<file path="config.mk">
export PLATFORM = sky130hd
export DESIGN_NAME = edge_event_arbiter
export DESIGN_NICKNAME = d
export VERILOG_FILES = /design/src/rtl/edge_event_arbiter.sv
export SDC_FILE = /design/constraint.sdc
export NUM_CORES = 1
export LEC_CHECK = 0
export BUFFER_PORTS_ARGS = -buffer_cell sky130_fd_sc_hd__buf_4
export CAP_MARGIN = 20
export CELL_PAD_IN_SITES_DETAIL_PLACEMENT = 2
export CELL_PAD_IN_SITES_GLOBAL_PLACEMENT = 2
export CORE_ASPECT_RATIO = 0.75
export CORE_MARGIN = 2
export CORE_UTILIZATION = 37
export CTS_CLUSTER_SIZE = 30
export DETAILED_ROUTE_END_ITERATION = 6
export PLACE_DENSITY_LB_ADDON = 0.08
export SYNTH_ARGS = -nofsm -noshare
export SYNTH_HDL_FRONTEND = slang
export SYNTH_SLANG_ARGS = --single-unit
</file>
<file path="constraint.sdc">
create_clock -name clk -period 3 [get_ports clk]
set_input_delay 0.6 -clock clk [delete_from_list [all_inputs] [get_ports clk]]
set_output_delay 0.6 -clock clk [all_outputs]
set_load 0.02 [all_outputs]
</file>
<file path="src/rtl/edge_event_arbiter.sv">
// Rising-edge event collector with round-robin presentation over a valid/ready port.
// Define EDGE_ARB_OVF_EN to build the sticky per-channel lost-edge (ovf) flags.
module edge_event_arbiter #(
    parameter int NUM_CH = 4,
    parameter int W      = 8
) (
    input  logic                      clk,
    input  logic                      rst_n,
    input  logic [NUM_CH*W-1:0]       in_ch,
    output logic                      evt_valid,
    input  logic                      evt_ready,
    output logic [$clog2(NUM_CH)-1:0] evt_ch,
    output logic [W-1:0]              evt_bits,
    output logic [NUM_CH-1:0]         ovf,
    input  logic [NUM_CH-1:0]         ovf_clr
);

    localparam int CW = $clog2(NUM_CH);

    // Handshake: an event transfers on a rising edge where evt_valid && evt_ready;
    // while evt_valid is high and evt_ready low, evt_ch/evt_bits hold stable.
    typedef enum logic {IDLE, PRESENT} state_t;

    state_t                   state_q;
    logic                     evt_valid_q;
    logic [CW-1:0]            evt_ch_q;
    logic [W-1:0]             evt_bits_q;
    logic [CW-1:0]            last_grant_q;
    logic                     armed_q;

    logic [NUM_CH-1:0][W-1:0] in_arr;
    logic [NUM_CH-1:0][W-1:0] prev_q;
    logic [NUM_CH-1:0][W-1:0] edges;
    logic [NUM_CH-1:0][W-1:0] pending_q;
    logic [NUM_CH-1:0][W-1:0] pending_d;

    logic                     any_pending;
    logic [CW-1:0]            grant_ch;
    logic [CW-1:0]            cand;
    logic                     grant_fire;

    assign in_arr = in_ch;

    always_comb begin
        for (int k = 0; k < NUM_CH; k++) begin
            edges[k] = armed_q ? (in_arr[k] & ~prev_q[k]) : '0;
        end
    end

    // Round-robin: the first non-empty channel after the last grant wins.
    always_comb begin
        any_pending = 1'b0;
        grant_ch    = '0;
        cand        = '0;
        for (int i = 1; i <= NUM_CH; i++) begin
            cand = CW'((int'(last_grant_q) + i) % NUM_CH);
            if (!any_pending && (pending_q[cand] != '0)) begin
                any_pending = 1'b1;
                grant_ch    = cand;
            end
        end
    end

    assign grant_fire = any_pending && ((state_q == IDLE) || evt_ready);

    always_comb begin
        for (int k = 0; k < NUM_CH; k++) begin
            pending_d[k] = pending_q[k] | edges[k];
            if (grant_fire && (grant_ch == CW'(k))) begin
                pending_d[k] = edges[k];
            end
        end
    end

    always_ff @(posedge clk or negedge rst_n) begin
        if (!rst_n) begin
            prev_q    <= '0;
            armed_q   <= 1'b0;
            pending_q <= '0;
        end else begin
            prev_q    <= in_arr;
            armed_q   <= 1'b1;
            pending_q <= pending_d;
        end
    end

    always_ff @(posedge clk or negedge rst_n) begin
        if (!rst_n) begin
            state_q      <= IDLE;
            evt_valid_q  <= 1'b0;
            evt_ch_q     <= '0;
            evt_bits_q   <= '0;
            last_grant_q <= CW'(NUM_CH - 1);
        end else begin
            case (state_q)
                IDLE: begin
                    if (grant_fire) begin
                        state_q      <= PRESENT;
                        evt_valid_q  <= 1'b1;
                        evt_ch_q     <= grant_ch;
                        evt_bits_q   <= pending_q[grant_ch];
                        last_grant_q <= grant_ch;
                    end
                end
                PRESENT: begin
                    if (grant_fire) begin
                        evt_ch_q     <= grant_ch;
                        evt_bits_q   <= pending_q[grant_ch];
                        last_grant_q <= grant_ch;
                    end else if (evt_ready) begin
                        state_q     <= IDLE;
                        evt_valid_q <= 1'b0;
                    end
                end
                default: begin
                    state_q     <= IDLE;
                    evt_valid_q <= 1'b0;
                end
            endcase
        end
    end

    assign evt_valid = evt_valid_q;
    assign evt_ch    = evt_ch_q;
    assign evt_bits  = evt_bits_q;

`ifdef EDGE_ARB_OVF_EN
    logic [NUM_CH-1:0] ovf_q;
    logic [NUM_CH-1:0] ovf_set;
    logic [NUM_CH-1:0] ovf_d;

    // A bit being granted this cycle moves to evt_bits, so its new edge is not lost.
    always_comb begin
        for (int k = 0; k < NUM_CH; k++) begin
            ovf_set[k] = (|(edges[k] & pending_q[k])) &&
                         !(grant_fire && (grant_ch == CW'(k)));
        end
        ovf_d = ovf_set | (ovf_q & ~ovf_clr);
    end

    always_ff @(posedge clk or negedge rst_n) begin
        if (!rst_n) begin
            ovf_q <= '0;
        end else begin
            ovf_q <= ovf_d;
        end
    end

    assign ovf = ovf_q;
`else
    logic unused_ovf_clr;

    assign unused_ovf_clr = ^ovf_clr;
    assign ovf            = '0;
`endif

endmodule

</file>
==> flow_metrics.env <==
export IMPL_multi_input_area_sq_um=952.2
export IMPL_dp_hpwl_um=5325
export IMPL_ir_drop_v=0.0004178
export IMPL_cts_tree="yes"
export IMPL_grt_max_degree=80
export IMPL_cts_root_buf="clkbuf_16"
export IMPL_cp_start_kind="register"
export IMPL_synth_top_area_share=0.6114
export IMPL_power_internal_mw=2.736
export IMPL_routed_wl_um=7549
export IMPL_fin_cells=406
export IMPL_synth_top_cells_by_count="77 x dfrtp_1, 33 x inv_1, 31 x a32o_1"
export IMPL_cts_sinks=79
export IMPL_whs_ps=289.3
export IMPL_synth_seq_cells=79
export IMPL_yosysWarnings=0
export IMPL_worst_slew_pin_slew_ps=500.8
export IMPL_syn_inst=241
export IMPL_max_freq_mhz=392.4
export IMPL_setup_tns_final_ps=0
export IMPL_clk_pin_slew_ps=60
export IMPL_cts_buffers=9
export IMPL_avgRoutedWirePerCell_um=18.59
export IMPL_overflow=0
export IMPL_synth_largest_area_cell="dfrtp_1"
export IMPL_end_kind="register"
export IMPL_cp_max_fo=8
export IMPL_p_clk_frac=0.283
export IMPL_slew_violations=0
export IMPL_dp_cells=390
export IMPL_ys_flop_type="dfrtp_1"
export IMPL_placed_cell_area_sq_um=3608
export IMPL_final_area_sq_um=3955
export IMPL_post_cts_buffers=0
export IMPL_clk_latency_ps=340
export IMPL_grt_pass1_wl_um=12760
export IMPL_antennaDiodeCount=0
export IMPL_htree_levels=3
export IMPL_drt_iter0_drc=55
export IMPL_grt_pass1_vias=2356
export IMPL_fin_ws_ps=451.5
export IMPL_dieArea_sq_um=9280
export IMPL_cts_hold_buf=0
export IMPL_avgSynthCellArea_sq_um=13.08
export IMPL_clk_path_buf_depth=2
export IMPL_ios=54
export IMPL_cap_violations=0
export IMPL_fillers=835
export IMPL_power_mw=4.114
export IMPL_post_cts_resized=0
export IMPL_setup_viol=0
export IMPL_required_ps=3270
export IMPL_p_leak_nw=1.829
export IMPL_routabilityCongestion=0.7252
export IMPL_fin_crit_sh=0.8495
export IMPL_combPwrFrac=0.295
export IMPL_utilization=0.4719
export IMPL_min_period_ps=2548
export IMPL_synth_edf_count=0
export IMPL_num_vias=2117
export IMPL_rows=29
export IMPL_die_h_um=83.93
export IMPL_antenna_found_initial=0
export IMPL_yosysUniqueCellTypes=31
export IMPL_areaGrowthSynthToFinish_pct=25.49
export IMPL_synth_most_common_cell="dfrtp_1"
export IMPL_switching_share=0.3349
export IMPL_path_class="register to register"
export IMPL_critical_path_arrival_ps=2820
export IMPL_synthArstFlopShare=1.000
export IMPL_drive_gt1_frac=0.2785
export IMPL_ys_seq_area_frac=0.6280
export IMPL_hold_path_class="input pin to async pin"
export IMPL_rsz0062_at_grt="false"
export IMPL_viasPerCell=5.214
export IMPL_yosys_top_cells_area="dfrtp_1 61%, a32o_1 9.8%, mux2i_1 5.1%, inv_1 3.9%, nand2_1 2.4%"
export IMPL_synth_area_sq_um=3152
export IMPL_start_util=0.3760
export IMPL_p_switching_mw=1.378
export IMPL_slew_limit_headroom=0.6631
export IMPL_ant_nets=0
export IMPL_core_area_sq_um=8382
export IMPL_post_place_ws_ps=440.1
export IMPL_drc=0
export IMPL_powerDensity_nw_per_um2=1040
export IMPL_drt_pass1_iterations=4
export IMPL_nNetsFinal=333
export IMPL_die_x_um=110.6
export IMPL_hold_viol=0
export IMPL_regArea_sq_um=1979
export IMPL_grt_usage=0.1797
export IMPL_status="finished clean"
export IMPL_seq_power_share=0.422
export IMPL_io_buffers=45
export IMPL_fin_skew_ps=8.406
critical path: stages, from the launching register on:
cell and delay, ps:
dfrtp_1 410, nor4_1 500, nand2_1 300, o31ai_4 350
buf_4 200, or2_1 140, nand2b_1 390, a32o_1 200
registers in the layout, indices dropped and copies added (netlist names):
register / cells
evt_valid: 1
evt_ch: 2
armed_q: 1
last_grant_q: 2
prev_q: 32
state_q: 1
evt_bits: 8
pending_q: 32
cell usage in the layout (no fill, tap or decap), types with 2 or more instances in the layout:
| master | instances |
|---|---|
| or2_1 | 3 |
| a21oi_1 | 4 |
| dfstp_2 | 2 |
| dfrtp_1 | 77 |
| nand2_1 | 20 |
| nand2b_1 | 5 |
| clkinv_4 | 2 |
| buf_4 | 53 |
| o221ai_1 | 8 |
| nor4_4 | 2 |
| nor4_2 | 4 |
| nor2_1 | 3 |
| bufinv_16 | 2 |
| a32o_1 | 31 |
| mux2i_1 | 16 |
| nor4_1 | 3 |
| inv_1 | 33 |
| conb_1 | 5 |
| clkbuf_16 | 9 |
logic make-up after synthesis:
| group | count (synthesis) | share of synthesized area |
|---|---|---|
| flip-flops | 79 | 0.6280 |
| AO/OA/AOI/OAI | 50 | 0.1556 |
| AND/OR/NAND/NOR | 45 | 0.08972 |
| buffers and inverters | 49 | 0.07344 |
| other | 2 | 0.002383 |
| multiplexers | 16 | 0.05081 |
power groups by stage:
stage / registers [mW] / clock network (mW) / logic [mW]
3_5_place_dp: 1.77 / 0 / 1.22
4_1_cts: 1.75 / 1.20 / 1.23
5_1_grt: 1.79 / 1.24 / 1.34
6_report: 1.74 / 1.16 / 1.21
2_1_floorplan: 1.73 / 0 / 0.797
3_3_place_gp: 1.75 / 0 / 1.18
layout make-up:
class | count | share of cell area
clock buffer | 9 | 0.05694
sequential | 79 | 0.5005
timing repair buffer | 55 | 0.1126
tap | 108 | 0.03417
inverter | 33 | 0.03132
multi-input combinational | 116 | 0.2407
clock inverter | 6 | 0.02373
per-layer routing:
layer	wire length [um]	vias up	track usage
li1	-	964	-
met1	3519	1101	0.2321
met2	3637	44	0.2883
met3	291	8	0.05229
met4	100	0	0.06818
met5	0	-	0
path summary, 6_finish.rpt:
path | startpoint | end | slack, ps | cells after the start
min reg2reg | prev_q[2] | pending_q[2] | 420 | 1
min | rst_n | prev_q[10] | 290 | 2
max reg2reg | pending_q[5] | pending_q[31] | 450 | 7
max | pending_q[5] | pending_q[31] | 450 | 7
max in group asynchronous | rst_n | last_grant_q[1] | 2360 | 2
min in group clk | in_ch[22] | prev_q[22] | 370 | 1
No activity file was read; power rests on OpenSTA's default activity.
